--- config.mk ---
export PLATFORM = sky130hd
export DESIGN_NAME = fetch_queue
export DESIGN_NICKNAME = d
export VERILOG_FILES = /design/src/rtl/fetch_pkg.sv /design/src/rtl/fetch_fifo.sv /design/src/rtl/fetch_queue.sv
export SDC_FILE = /design/constraint.sdc
export NUM_CORES = 1
export LEC_CHECK = 0
export CORE_ASPECT_RATIO = 0.9
export CORE_MARGIN = 2
export CORE_UTILIZATION = 53
export CTS_CLUSTER_DIAMETER = 120
export DETAILED_ROUTE_END_ITERATION = 10
export HOLD_SLACK_MARGIN = 0.1
export PLACE_DENSITY_LB_ADDON = 0.25
export SLEW_MARGIN = 40
export SYNTH_ARGS = -nofsm -noshare
export SYNTH_HDL_FRONTEND = slang
export SYNTH_SLANG_ARGS = --single-unit
--- constraint.sdc ---
create_clock -name clk -period 9.6 [get_ports clk]
set_input_delay 1.92 -clock clk [delete_from_list [all_inputs] [get_ports clk]]
set_output_delay 1.92 -clock clk [all_outputs]
set_load 0.02 [all_outputs]
--- src/rtl/fetch_pkg.sv ---
// Shared types and constants for the fetch queue: the reset PC default, the NOP
// word presented when the queue is empty, and the entry layout.
package fetch_pkg;

  localparam logic [31:0] RESET_PC_DEFAULT = 32'h0000_0000;
  localparam logic [31:0] NOP_INSTR        = 32'h0000_0013;

  typedef struct packed {
    logic [31:0] pc;
    logic [31:0] instr;
  } fq_entry_t;

endpackage

--- src/rtl/fetch_fifo.sv ---
// Circular instruction buffer with push/pop/flush. DEPTH is a power of two, so
// the read and write pointers wrap naturally.
module fetch_fifo
  import fetch_pkg::*;
#(
  parameter int DEPTH = 2
) (
  input  logic                       clk,
  input  logic                       rst,
  input  logic                       push,
  input  logic                       pop,
  input  logic                       flush,
  input  fq_entry_t                  push_data,
  output fq_entry_t                  head,
  output logic [$clog2(DEPTH+1)-1:0] count
);

  localparam int PW = $clog2(DEPTH);

  fq_entry_t       mem [DEPTH];
  logic [PW-1:0]   wr_ptr;
  logic [PW-1:0]   rd_ptr;

  always_ff @(posedge clk or posedge rst) begin
    if (rst) begin
      wr_ptr <= '0;
      rd_ptr <= '0;
      count  <= '0;
    end else if (flush) begin
      // A pop coinciding with a flush needs no separate handling: the head
      // entry is consumed along with everything else.
      wr_ptr <= '0;
      rd_ptr <= '0;
      count  <= '0;
    end else begin
      if (push) wr_ptr <= wr_ptr + 1'b1;
      if (pop)  rd_ptr <= rd_ptr + 1'b1;
      case ({push, pop})
        2'b10:   count <= count + 1'b1;
        2'b01:   count <= count - 1'b1;
        default: count <= count;
      endcase
    end
  end

  always_ff @(posedge clk) begin
    if (push) mem[wr_ptr] <= push_data;
  end

  assign head = mem[rd_ptr];

endmodule

--- src/rtl/fetch_queue.sv ---
// Instruction fetch front end: the PC drives a combinational instruction memory,
// fetched words are queued, and the head entry is presented to decode.
module fetch_queue
  import fetch_pkg::*;
#(
  parameter logic [31:0] RESET_PC = RESET_PC_DEFAULT,
  parameter int          DEPTH    = 2
) (
  input  logic        clk,
  input  logic        rst,
  output logic [31:0] imem_addr,
  input  logic [31:0] imem_rdata,
  output logic        id_valid,
  input  logic        id_ready,
  output logic [31:0] id_instr,
  output logic [31:0] id_pc,
  input  logic        br_taken,
  input  logic [31:0] br_target,
  output logic        misalign_err
);

  localparam int CW = $clog2(DEPTH + 1);

  logic [31:0]   pc;
  logic [CW-1:0] count;
  fq_entry_t     head;
  fq_entry_t     push_data;
  logic          pop;
  logic          push;

  assign pop       = id_valid && id_ready;
  // Redirect wins over a fetch in the same cycle.
  assign push      = ((count < CW'(DEPTH)) || pop) && !br_taken;
  assign push_data = '{pc: pc, instr: imem_rdata};

  always_ff @(posedge clk or posedge rst) begin
    if (rst) begin
      pc           <= RESET_PC;
      misalign_err <= 1'b0;
    end else if (br_taken) begin
      pc <= {br_target[31:2], 2'b00};
      if (br_target[1:0] != 2'b00) misalign_err <= 1'b1;
    end else if (push) begin
      pc <= pc + 32'd4;
    end
  end

  fetch_fifo #(.DEPTH(DEPTH)) u_fifo (
    .clk       (clk),
    .rst       (rst),
    .push      (push),
    .pop       (pop),
    .flush     (br_taken),
    .push_data (push_data),
    .head      (head),
    .count     (count)
  );

  assign imem_addr = pc;
  assign id_valid  = (count != '0);
  assign id_instr  = id_valid ? head.instr : NOP_INSTR;
  assign id_pc     = id_valid ? head.pc : 32'h0000_0000;

endmodule

==> flow_summary_export.csv <==
group,metric,value,unit
logic_synthesis,synthArstFlopShare,22.01,%
floorplanning,die_h,110.2,microns
global_route,via_count_of_the_first_global_routing_pass,4315,
timing,minimum_clock_period_after_layout,4.505,ns
timing,final_max_slew_viol_count,0,
place,port-buffer-count,161,
clock_network,postCtsResizedCells,0,
timing,worst_pin_slew,0.6879,ns
worst_setup_path,cp_cell_sequence,"nor2_4 > buf_4 > nor2_1 > clkdlybuf4s50_1",
worst_setup_path,timing.critical_path.arrival,2.58,ns
logic_synthesis,synth_most_common_cell,"sky130_fd_sc_hd__edfxtp_1",
drt,route.detailed.drc,0,
clock_network,cts_buffers,17,
clock_network,clk_latency,0.42,ns
clock_network,clkSlewWorstSetupHoldPaths,0.06,ns
power_and_ir_drop,vdd_drop_max,0.1299,mV
logic_synthesis,synthesis.yosys.warnings,0,
drt,via_count,4387,
worst_setup_path,timing.setup.critical_path_class,"reg -> out",
worst_setup_path,timing.critical_path.slowest_cell_delay,0.56,ns
drt,post_drt_via_cell_ratio,5.330,
logic_synthesis,post_synth.cell_area_avg,13.63,sq um
floorplanning,boundaryPins,166,
layout,finish.net_count,719,
place,dp_hpwl,9.574,mm
global_route,globalRouteTotalUtil,22.32,%
worst_setup_path,crit_path_max_fanout,31,
worst_setup_path,critical-path-slowest-cell,"sky130_fd_sc_hd__nor2_4",
power_and_ir_drop,post_route_total_power,1.811,mW
layout,fillers,774,
timing,slew-limit-headroom,54.14,%
timing,period_share,46.92,%
timing,finalHoldWorstSlack,0.4784,ns
global_route,grt_pass1_wl,22.48,mm
floorplanning,floorplan.initialDensity,54.77,%
run_status,run_status,"complete, no violations",
worst_setup_path,cp_num_buf_inv,2,
clock_network,post_cts_hold_buffer_count,0,
global_route,largest_net_degree_at_the_start_of_global_routing,65,
timing,finalSetupViolCount,0,
worst_setup_path,cpLargestDelayFamily,"buffers and inverters",
floorplanning,floorplan.die.width,122.0,microns
timing,hold_viol,0,
floorplanning,area_of_the_core,0.01212,sq mm
worst_setup_path,worst_ep_required_time,7.68,ns
logic_synthesis,synth-edff-count,124,
logic_synthesis,yosys.area.top_type,"sky130_fd_sc_hd__edfxtp_1",
worst_setup_path,cp-end-kind,"output port",
global_route,grt_antenna_before_repair,0,
clock_network,cts_buffer_depth,2,
timing,rsz_0062_raised_after_global_routing,"no",
flow_run,maxCapViolCount,0,
timing,fin_setup_tns,0,ns
drt,wirelength,14.34,mm
hold_path,worst_hold_path_type,"reg -> reg",
layout,synthToLayoutAreaGrowth,35.69,%
layout,seq_area,0.004603,sq mm
layout,multi_input_area,0.001912,sq mm
place,gp_routability_congestion,0.8067,
worst_setup_path,start_kind,"flop",
drt,detailedRoute.firstIterationViolations,349,
layout,layout-drive-gt1-share,7.391,%
layout,diodes,0,
logic_synthesis,yosys_register_bits,159,
clock_network,cts.sinks,159,
clock_network,cts_tree,"done",
floorplanning,rows,38,
logic_synthesis,ys_dominant_reg_cell,"sky130_fd_sc_hd__edfxtp_1",
clock_network,clk_root_buffer_cell,"sky130_fd_sc_hd__clkbuf_16",
power_and_ir_drop,p_leak,3.184,nW
drt,drt-wirelength-per-cell,17.42,microns
logic_synthesis,synth_top_cells_by_area,"sky130_fd_sc_hd__edfxtp_1 (56%), sky130_fd_sc_hd__dfrtp_1 (13%), sky130_fd_sc_hd__mux2i_1 (9.6%)",
logic_synthesis,synthDistinctLibCells,39,
logic_synthesis,synth_top_cell_area_share,56.08,%
timing,maxClockFrequency,222.0,MHz
drt,drt.antenna.violating_nets,0,
timing,final.setup_skew,0.01716,ns
logic_synthesis,yosys-top-cells-count,"sky130_fd_sc_hd__edfxtp_1 (124), sky130_fd_sc_hd__nor2_1 (67), sky130_fd_sc_hd__mux2i_1 (64)",
clock_network,postCtsSetupRepairBufs,0,
logic_synthesis,synth_seq_area_share,69.27,%
global_route,grt.overflow.total,0,
logic_synthesis,syn-instance-count,487,
drt,detail_route.first_pass.iterations,5,
power_and_ir_drop,ratio_of_total_power_to_cell_area,201.0,mW/mm^2
floorplanning,floorplan.die_area,0.01344,sq mm
clock_network,htree_levels,4,
logic_synthesis,syn_area,0.006640,sq mm
## per-stage QoR
stage / util [%] / cell area (sq um) / setup slack (ns) / instances
after detailed placement: 69.62 / 8441 / 5.174 / 791
final: 74.31 / 9010 / 5.095 / 823
after global placement: 69.23 / 8393 / 5.252 / 789
after CTS: 74.31 / 9010 / 5.050 / 823
after global routing: 74.31 / 9010 / 4.957 / 823
after floorplan: - / 6651 / 2.436 / 490
## registers in the layout, summed over array words and instances, names as in the netlist
register       flops
u_fifo.rd_ptr      1
misalign_err       1
u_fifo.mem       124
imem_addr         30
u_fifo.count       2
u_fifo.wr_ptr      1
## logic make-up after synthesis
group | Yosys count | synth area share [%]
DFF | 159 | 69.27
and+or+nand+nor | 163 | 11.93
muxes | 64 | 9.648
adders and majority gates | 1 | 0.1884
xor gates and xnor gates | 27 | 3.561
other | 1 | 0.05647
buffers and inverters | 35 | 2.318
AOI/OAI and AO/OA | 37 | 3.034
## path summary, 6_finish.rpt
kind | start | end | slack [ns] | cells after the start
setup reg to reg | u_fifo.count[1] | u_fifo.mem[1][48] | 7.24 | 3
max in group asynchronous | rst | u_fifo.rd_ptr | 7.32 | 3
hold / removal | misalign_err | misalign_err | 0.48 | 1
setup / recovery | u_fifo.count[1] | id_pc[11] | 5.10 | 4
hold reg to reg | misalign_err | misalign_err | 0.48 | 1
min in group asynchronous | rst | misalign_err | 1.90 | 3
## worst reg2reg max path: cells and delay by family, from the launching register on
family                 cells  cell delay (ns)
buffers and inverters      1             0.53
flip-flops                 1             0.46
AND/OR/NAND/NOR            2             1.00
## report_power, final
group          leakage (nW)  total, mW  internal [mW]  switching, mW
Clock                 0.272      0.645          0.383          0.262
Sequential             1.58      0.846          0.805         0.0401
Combinational          1.33      0.320          0.151          0.169
Total                  3.18       1.81           1.34          0.471
## layout make-up
| cell class | instances | area share (%) |
|---|---|---|
| Multi-Input combinational cell | 296 | 21.22 |
| Timing Repair Buffer | 169 | 18.86 |
| Clock buffer | 19 | 4.805 |
| Clock inverter | 13 | 1.514 |
| Sequential cell | 159 | 51.09 |
| Tap cell | 160 | 2.222 |
| Inverter | 7 | 0.2916 |
## layer usage
layer | global-route usage, % | part of all wire [%] | vias to the layer above
met3 | 4.733 | 5.4 | 17
met1 | 29.61 | 43 | 2141
met2 | 36.51 | 50 | 154
met5 | 0 | 0 | -
li1 | - | - | 2075
met4 | 8.867 | 1.7 | 0
## placed cells by master, fill, tap and decap left out, types with 3 or more instances in the layout
master and n:
sky130_fd_sc_hd__a31oi_1 3, sky130_fd_sc_hd__and2_1 3, sky130_fd_sc_hd__and3_1 4, sky130_fd_sc_hd__and4_1 5, sky130_fd_sc_hd__buf_4 6, sky130_fd_sc_hd__clkbuf_16 17, sky130_fd_sc_hd__clkdlybuf4s50_1 160, sky130_fd_sc_hd__clkinv_2 3
sky130_fd_sc_hd__clkinvlp_4 3, sky130_fd_sc_hd__conb_1 4, sky130_fd_sc_hd__dfrtp_1 34, sky130_fd_sc_hd__edfxtp_1 124, sky130_fd_sc_hd__inv_1 7, sky130_fd_sc_hd__inv_6 3, sky130_fd_sc_hd__mux2i_1 64, sky130_fd_sc_hd__nand2_1 44
sky130_fd_sc_hd__nand2b_1 3, sky130_fd_sc_hd__nand3_1 11, sky130_fd_sc_hd__nand4_1 5, sky130_fd_sc_hd__nor2_1 66, sky130_fd_sc_hd__nor3_2 4, sky130_fd_sc_hd__nor4_1 3, sky130_fd_sc_hd__o21ai_0 25, sky130_fd_sc_hd__o21ai_1 3
sky130_fd_sc_hd__xnor2_1 14, sky130_fd_sc_hd__xor2_1 13
Power figures use the tool's default switching activity.
